`src/rtl/jam_pkg.sv`:
```
// Shared constants, state type and index helper for the job-assignment cost table.
package jam_pkg;

    localparam int unsigned N     = 8;
    localparam int unsigned CW    = 7;
    localparam int unsigned IDX_W = 6;
    localparam int unsigned SUM_W = 13;
    localparam int unsigned LB_W  = 10;

    typedef enum logic [1:0] {
        IDLE,
        LOAD,
        READY,
        ERROR
    } state_t;

    function automatic logic [IDX_W-1:0] idx(input logic [2:0] w, input logic [2:0] j);
        return IDX_W'(w) * IDX_W'(N) + IDX_W'(j);
    endfunction

endpackage

```
`src/rtl/jam_row_min.sv`:
```
// Running per-row minimum; folds each completed row minimum into the lower bound.
module jam_row_min import jam_pkg::*; (
    input  logic            i_clk,
    input  logic            i_rst,
    input  logic            i_init,
    input  logic            i_accept,
    input  logic [CW-1:0]   i_data,
    input  logic            i_row_end,
    output logic [LB_W-1:0] o_lower_bound
);

    logic [CW-1:0]   r_row_min;
    logic [LB_W-1:0] r_lower_bound;
    logic [CW-1:0]   w_min_now;

    // Minimum including the word being accepted this cycle
    assign w_min_now = (i_data < r_row_min) ? i_data : r_row_min;

    always_ff @(posedge i_clk) begin
        if (i_rst || i_init) begin
            r_row_min     <= '1;
            r_lower_bound <= '0;
        end else if (i_accept) begin
            if (i_row_end) begin
                r_lower_bound <= r_lower_bound + LB_W'(w_min_now);
                r_row_min     <= '1;
            end else begin
                r_row_min <= w_min_now;
            end
        end
    end

    assign o_lower_bound = r_lower_bound;

endmodule

```
`src/rtl/jam_cost_table.sv`:
```
// 8x8 cost matrix loaded from a framed valid/ready stream, with combinational
// lookup, total sum and row-minimum lower bound for the downstream solver.
module jam_cost_table import jam_pkg::*; #(
    parameter int unsigned N  = 8,
    parameter int unsigned CW = 7
) (
    input  logic          CLK,
    input  logic          RST,
    input  logic          in_valid,
    output logic          in_ready,
    input  logic [CW-1:0] in_data,
    input  logic          in_last,
    input  logic          clear,
    input  logic [2:0]    W,
    input  logic [2:0]    J,
    output logic [CW-1:0] Cost,
    output logic          table_ready,
    output logic          load_error,
    output logic [9:0]    lower_bound,
    output logic [12:0]   total_sum
);

    localparam logic [IDX_W-1:0] LAST_IDX = IDX_W'(N * N - 1);

    state_t            r_state;
    logic [IDX_W-1:0]  r_wr_idx;
    logic [SUM_W-1:0]  r_total_sum;
    logic              r_table_ready;
    logic              r_load_error;
    logic              r_in_ready;
    logic [CW-1:0]     r_mem [N*N];

    logic              w_accept;
    logic              w_last_word;
    logic              w_row_end;
    logic              w_init;
    logic [LB_W-1:0]   w_lower_bound;

    // clear and reset both block the handshake even though in_ready is high
    assign w_accept    = in_valid && r_in_ready && !clear && !RST;
    assign w_last_word = (r_wr_idx == LAST_IDX);
    assign w_row_end   = (r_wr_idx[2:0] == 3'd7);
    assign w_init      = (r_state == IDLE);

    jam_row_min u_row_min (
        .i_clk         (CLK),
        .i_rst         (RST),
        .i_init        (w_init),
        .i_accept      (w_accept),
        .i_data        (in_data),
        .i_row_end     (w_row_end),
        .o_lower_bound (w_lower_bound)
    );

    always_ff @(posedge CLK) begin
        if (RST) begin
            r_state       <= IDLE;
            r_wr_idx      <= '0;
            r_total_sum   <= '0;
            r_table_ready <= 1'b0;
            r_load_error  <= 1'b0;
            r_in_ready    <= 1'b0;
        end else if (clear) begin
            r_state       <= IDLE;
            r_table_ready <= 1'b0;
            r_load_error  <= 1'b0;
            r_in_ready    <= 1'b0;
        end else begin
            case (r_state)
                IDLE: begin
                    r_state     <= LOAD;
                    r_in_ready  <= 1'b1;
                    r_wr_idx    <= '0;
                    r_total_sum <= '0;
                end
                LOAD: begin
                    if (w_accept) begin
                        r_total_sum <= r_total_sum + SUM_W'(in_data);
                        r_wr_idx    <= r_wr_idx + IDX_W'(1);
                        if (w_last_word && in_last) begin
                            r_state       <= READY;
                            r_table_ready <= 1'b1;
                            r_in_ready    <= 1'b0;
                        end else if (w_last_word || in_last) begin
                            r_state      <= ERROR;
                            r_load_error <= 1'b1;
                            r_in_ready   <= 1'b0;
                        end
                    end
                end
                READY: r_in_ready <= 1'b0;
                ERROR: r_in_ready <= 1'b0;
                default: r_state <= IDLE;
            endcase
        end
    end

    always_ff @(posedge CLK) begin
        if (w_accept) begin
            r_mem[r_wr_idx] <= in_data;
        end
    end

    assign Cost        = r_mem[idx(W, J)];
    assign in_ready    = r_in_ready;
    assign table_ready = r_table_ready;
    assign load_error  = r_load_error;
    assign lower_bound = w_lower_bound;
    assign total_sum   = r_total_sum;

endmodule

```
`config.mk`:
```
export PLATFORM = sky130hd
export DESIGN_NAME = jam_cost_table
export DESIGN_NICKNAME = d
export VERILOG_FILES = /design/src/rtl/jam_pkg.sv /design/src/rtl/jam_row_min.sv /design/src/rtl/jam_cost_table.sv
export SDC_FILE = /design/constraint.sdc
export NUM_CORES = 1
export LEC_CHECK = 0
export BUFFER_PORTS_ARGS = -buffer_cell sky130_fd_sc_hd__buf_4
export CAP_MARGIN = 20
export CORE_MARGIN = 4
export CORE_UTILIZATION = 50
export DETAILED_ROUTE_END_ITERATION = 12
export PLACE_DENSITY = 0.68
export SLEW_MARGIN = 40
export SYNTH_ARGS = -nofsm -noshare
export SYNTH_HDL_FRONTEND = slang
export SYNTH_SLANG_ARGS = --single-unit
export TNS_END_PERCENT = 1
```
`constraint.sdc`:
```
create_clock -name CLK -period 6.7 [get_ports CLK]
set_input_delay 1.005 -clock CLK [delete_from_list [all_inputs] [get_ports CLK]]
set_output_delay 1.005 -clock CLK [all_outputs]
set_load 0.02 [all_outputs]
```
==> results.toml, run 1 <==
[synthesis]
syn_avg_cell_area_sq_um = 16.97
synth_area_sq_um = 20270
syn_inst = 1194
synth_fp_nets = 1238
async_reset_ff_frac = 0
yosysUniqueCellTypes = 58
ys_dominant_reg_cell = "edfxtp_1"
synth_sequential_area_ratio = 0.7043
synth_edf_count = 448
ys_ff_latch = 489
ys_warn_count = 0

[timing]
fin_crit_sh = 0.6834
fin_ws_ps = 2121
finalClockSkew_ps = 18.58
final.hold.worst_slack_ps = 480.6
max_freq_mhz = 218.4
hold_viol_final = 0
worst_slew_pin_slew_ps = 898.0
slew_viol_final = 0
final.setup.tns_ps = 0
setup_viol = 0
layout_min_cycle_time_ps = 4579
rsz0062_at_grt = "false"
slew_headroom = 0.3997

[clock_tree]
numCtsBuffers = 50
clkSlewWorstSetupHoldPaths_ps = 60
cts_resized = 0
cts_buffer_depth = 3
cts_hold_buf = 0
htree_levels = 2
clkSinkCount = 489
cts_setup_buffers = 0
worstSkewPairLatency_ps = 580
cts-root-buf = "clkbuf_16"
cts_tree = "yes"

[final_layout]
final_common_cell = "edfxtp_1"
fin_util = 0.5672
final_nets = 1284
drive_gt1_frac = 0.1831
final_cell_mix = "edfxtp_1, nor2_1, mux4_2"
fillers = 3050
n_antenna_cell = 0
syn2layout_area_growth_pct = 11.71

[global_route]
grt_pass1_wl_um = 68690
grt_usage = 0.2068
grt_max_degree = 71
grt_pass1_vias = 10960
overflow = 0
grt_antenna_before_repair = 0

[drt]
remaining_drc_errors = 0
num_vias = 11050
avgViaCountPerCell = 6.129
wl_per_cell_um = 25.20
ant_nets = 0
wl_um = 45440
drtIter0Drc = 980
first_pass_iters = 6

[die]
rows = 73
ioPinCount = 51
die_w_um = 209.3
initial_core_util = 0.5077
die_y_um = 209.3
dieArea_sq_um = 43820
core_sq_um = 39910

[place]
hpwl_um = 26880
port_buffers = 50
gp_congestion = 0.8122
place_ws_ps = 2011

[status]
status = "completed"

[worst_setup_path]
path_max_fanout = 35
critPathArrivalTime_ps = 3570
critPathCaptureType = "output pin"
crit_required_ps = 5690
crit_type = "primary input to output pin"
cp-start-kind = "primary input"
r2r_cells = 16

[min_path]
hold_class = "flip-flop to flip-flop"
worst_hold_path.num_cells = 2

[power]
power.density_nw_per_um2 = 284.9
ir_drop_mv = 0.1573
p_leak_nw = 7.455

[job]
cap_violations = 0
[cell usage after synthesis, types with 4 or more instances]
| master | n | area share |
|---|---|---|
| edfxtp_1 | 448 | 0.66 |
| nor2_1 | 109 | 0.020 |
| mux4_2 | 86 | 0.096 |
| nand2_1 | 63 | 0.012 |
| a21oi_1 | 42 | 0.010 |
| dfxtp_1 | 41 | 0.041 |
| mux2i_1 | 30 | 0.015 |
| nand3_1 | 30 | 0.0074 |
| clkbuf_1 | 26 | 0.0048 |
| o21ai_0 | 26 | 0.0064 |
| ha_1 | 24 | 0.015 |
| nor2b_1 | 20 | 0.0062 |
| inv_1 | 19 | 0.0035 |
| a22oi_1 | 16 | 0.0059 |
| nor3_1 | 16 | 0.0040 |
| a31oi_1 | 15 | 0.0046 |
| mux4_1 | 15 | 0.019 |
| buf_2 | 14 | 0.0035 |
| buf_4 | 12 | 0.0044 |
| nand3b_1 | 11 | 0.0041 |
| nand4_1 | 11 | 0.0034 |
| a211oi_1 | 10 | 0.0037 |
| nand2b_1 | 8 | 0.0025 |
| a21o_1 | 7 | 0.0026 |
| buf_6 | 7 | 0.0039 |
| xnor2_1 | 7 | 0.0030 |
| and2_1 | 6 | 0.0019 |
| or3_1 | 6 | 0.0019 |
| xor2_1 | 6 | 0.0026 |
| and3_1 | 5 | 0.0015 |
| a2111oi_2 | 4 | 0.0030 |
| a211o_1 | 4 | 0.0017 |
| or2_2 | 4 | 0.0012 |
[worst paths after layout]
kind / start / endpoint / slack (ps)
worst min register to register: table_ready$_SDFFE_PP0P_ / table_ready$_SDFFE_PP0P_ / 480
worst max-delay path: W[1] / Cost[1] / 2120
worst max register to register: u_row_min.r_row_min[1]$_SDFFE_PP1P_ / u_row_min.o_lower_bound[6]$_SDFFE_PP0P_ / 3320
worst min-delay path: table_ready$_SDFFE_PP0P_ / table_ready$_SDFFE_PP0P_ / 480
[registers in the layout (all words and copies together) (netlist names), 2 cells and up]
signal,count
r_state,2
u_row_min.o_lower_bound,10
r_mem,448
r_wr_idx,6
u_row_min.r_row_min,7
total_sum,13
[worst max-delay path, cell delays in order]
cell and delay (ps):
buf_4 360, clkinv_1 700, or3_1 630, o21ai_0 200, a31oi_1 80, or3_1 390
buf_4 180
[cell type report]
class / instances / area [sq um] / share of cell area
sequential: 489 / 14270 / 0.6305
multi-input combinational: 619 / 5530 / 0.2443
clock buffer: 65 / 1329 / 0.05870
tap: 525 / 656.9 / 0.02902
timing repair buffer: 59 / 456.7 / 0.02017
clock inverter: 25 / 312.8 / 0.01382
inverter: 21 / 78.83 / 0.003482
[report_power, final]
| part | leakage, nW | switching (mW) | internal (mW) |
|---|---|---|---|
| clock network | 0.802 | 1.13 | 1.67 |
| logic | 2.30 | 0.205 | 0.114 |
| registers | 4.36 | 0.00454 | 3.33 |
| total | 7.45 | 1.34 | 5.11 |
[per-stage QoR]
stage / cell area, sq um / cells / power (mW)
CTS: 22630 / 1803 / 6.495
global placement: 20980 / 1713 / 3.714
floorplan: 20270 / 1194 / 3.595
detailed placement: 20990 / 1713 / 3.719
finish: 22640 / 1803 / 6.448
global route: 22640 / 1803 / 6.652
[cells by family (layout without fill, tap and decap cells)]
| kind of cell | count (synthesis) | in the layout | share of synthesized area |
|---|---|---|---|
| DFF | 489 | 489 | 0.7043 |
| buffers and inverters | 86 | 170 | 0.02402 |
| adders and majority gates | 26 | 26 | 0.01679 |
| muxes | 132 | 132 | 0.1304 |
| xor gates and xnor gates | 13 | 13 | 0.005618 |
| and+or+nand+nor | 303 | 303 | 0.07156 |
| AOI/OAI and AO/OA | 145 | 145 | 0.04729 |
[metal layers]
layer  part of all wire  GRT usage
met2               0.47     0.3147
met1               0.42     0.2974
met4              0.025    0.06121
met3              0.089    0.05635
met5                  0          0
Note: power is estimated with default switching activity, not from simulation.
==> run 2, diff against run 1 <==
--- a/config.mk
+++ b/config.mk
@@ -5,6 +5,7 @@
 export SDC_FILE = /design/constraint.sdc
 export NUM_CORES = 1
 export LEC_CHECK = 0
+export ABC_AREA = 1
 export BUFFER_PORTS_ARGS = -buffer_cell sky130_fd_sc_hd__buf_4
 export CAP_MARGIN = 20
 export CORE_MARGIN = 4
==> constraint.sdc (replaced) <==
create_clock -name CLK -period 4.49 [get_ports CLK]
set_input_delay 0.6735 -clock CLK [delete_from_list [all_inputs] [get_ports CLK]]
set_output_delay 0.6735 -clock CLK [all_outputs]
set_load 0.02 [all_outputs]
==> run 2 against run 1 <==
Setup slack worse by 1200 ps. Final area increased by 3.4%. Area after synthesis grew 3.3%. Non-clock buffer count grew 20. Die area grew 3.2%. Global-route usage increased by 2.0 points. Sequential share of layout area fell by 2.0 points. Critical endpoint is now Cost[6].
==> results.toml, run 2 <==
[final_layout]
largest_reg_flops = 448
fillers = 3467
fin_area_sq_um = 23400
final_cell_mix = "nand2_1, edfxtp_1, nand3_1"
final_nets = 2019
syn2layout_area_growth_pct = 11.74
drive_gt1_frac = 0.08528
n_antenna_cell = 0
top_register = "r_mem"
final_common_cell = "nand2_1"
fin_util = 0.5692

[synthesis]
yosysUniqueCellTypes = 40
synth_fp_nets = 1988
synth_edf_count = 448
ys_dominant_reg_cell = "edfxtp_1"
ys_warn_count = 0
synth_area_sq_um = 20940
ys_ff_latch = 489
synth.top_cell.area_share = 0.6425
yosys-top-cells-area = "edfxtp_1, nand2_1, nand3_1, dfxtp_1, nor2_1"
synth_sequential_area_ratio = 0.6817
yosysMostFrequentCell = "nand2_1"
syn_inst = 1944
syn_avg_cell_area_sq_um = 10.77
netlist_top_cells_count = "nand2_1, edfxtp_1, nand3_1"
synth_largest_area_cell = "edfxtp_1"
async_reset_ff_frac = 0

[worst_setup_path]
crit_chain = "buf_6 > buf_12 > buf_16 > nand2_1 > nand3_1 > nand3_1 > nand2_1 > nand2_1 > nand3_1 > nand3_1 > nand2_1 > buf_4"
critPathArrivalTime_ps = 2860
crit_required_ps = 3820
cp-start-kind = "primary input"
critPathCaptureType = "output pin"
crit_type = "primary input to output pin"
max_stage_delay_ps = 390
critPathBufInv = 4
path_max_fanout = 95
critPathTopFamily = "buffers and inverters"
slowest_stage = "buf_12"

[drt]
wl_um = 50780
ant_nets = 0
num_vias = 14280
wl_per_cell_um = 19.92
avgViaCountPerCell = 5.601
drtIter0Drc = 1449
first_pass_iters = 6
remaining_drc_errors = 0

[die]
ioPinCount = 51
core_sq_um = 41110
dieArea_sq_um = 45220
rows = 74
die_w_um = 212.6
die_y_um = 212.6
initial_core_util = 0.5093

[power]
ir_drop_mv = 0.2433
p_leak_nw = 8.668
power.density_nw_per_um2 = 415.9

[timing]
layout_min_cycle_time_ps = 3536
fin_crit_sh = 0.7876
worst_slew_pin_slew_ps = 833.5
rsz0062_at_grt = "false"
final.setup.tns_ps = 0
setup_viol = 0
max_freq_mhz = 282.8
slew_headroom = 0.4443
finalClockSkew_ps = 9.769
hold_viol_final = 0
slew_viol_final = 0

[clock_tree]
cts_setup_buffers = 0
cts_resized = 0
cts_hold_buf = 0
cts_buffer_depth = 3
numCtsBuffers = 51
cts-root-buf = "clkbuf_16"
clkSinkCount = 489
htree_levels = 2
clkSlewWorstSetupHoldPaths_ps = 50
cts_tree = "yes"
worstSkewPairLatency_ps = 580

[global_route]
grt_max_degree = 187
grt_antenna_before_repair = 0
overflow = 0
grt_pass1_vias = 13690
grt_usage = 0.2264
grt_pass1_wl_um = 78760

[place]
hpwl_um = 29890
place_area_sq_um = 21690
port_buffers = 50
gp_congestion = 0.8561

[job]
cap_violations = 0

[min_path]
hold_class = "primary input to flip-flop"

[status]
status = "completed"
==> run 2: routing by layer <==
metal / GRT usage / vias to the layer above / part of all wire
li1: - / 6804 / -
met3: 0.02981 / 83 / 0.074
met4: 0.07197 / 0 / 0.029
met2: 0.3709 / 584 / 0.48
met1: 0.3187 / 6807 / 0.41
met5: 0 / - / 0
==> run 2: worst reg2reg max path, delay by kind of cell (launching register included) <==
family | cells | cell delay, ps
DFF | 1 | 330
adders and majority gates | 3 | 860
AOI/OAI and AO/OA | 2 | 480
buffers and inverters | 2 | 110
and+or+nand+nor | 12 | 1220
==> run 2: power breakdown <==
part	internal (mW)	switching (mW)
logic	0.156	0.418
registers	4.97	0.00471
clock network	2.48	1.70
==> run 2: final timing paths <==
path | start | to | slack, ps | depth (start not counted)
hold reg to reg | total_sum[12]$_SDFFE_PP0P_ | total_sum[12]$_SDFFE_PP0P_ | 470 | 2
setup / recovery | J[0] | Cost[6] | 950 | 12
hold / removal | RST | total_sum[0]$_SDFFE_PP0P_ | 390 | 2
setup reg to reg | u_row_min.r_row_min[2]$_SDFFE_PP1P_ | u_row_min.o_lower_bound[8]$_SDFFE_PP0P_ | 1370 | 19
==> run 2: area by class of cell <==
| cell class | instances | area, sq um | share of cell area |
|---|---|---|---|
| Sequential cell | 489 | 14270 | 0.6101 |
| Multi-Input combinational cell | 1299 | 5873 | 0.2510 |
| Clock buffer | 73 | 1453 | 0.06209 |
| Timing Repair Buffer | 79 | 699.4 | 0.02989 |
| Tap cell | 532 | 665.6 | 0.02845 |
| Clock inverter | 22 | 220.2 | 0.009412 |
| Inverter | 55 | 212.7 | 0.009091 |
==> run 2: metrics by stage <==
step | setup WS (ps) | cells | hold WS, ps | power [mW]
detailed placement | 961.9 | 2453 | 455.5 | 5.640
finish | 953.6 | 2549 | 386.7 | 9.730
global route | 799.6 | 2549 | 379.1 | 10.06
floorplan | 1394 | 1944 | 437.0 | 5.418
CTS | 1073 | 2548 | 364.6 | 9.790
global placement | 992.3 | 2453 | 448.5 | 5.631
==> run 2: cells by family (layout without fill, tap and decap cells) <==
group,after synthesis,count (layout),share of synthesized area
simple gates,1206,1206,0.2460
flops,489,489,0.6817
buf+inv,156,229,0.03782
compound gates,63,63,0.01661
fa+ha+maj,26,26,0.01625
xor+xnor,4,4,0.001673
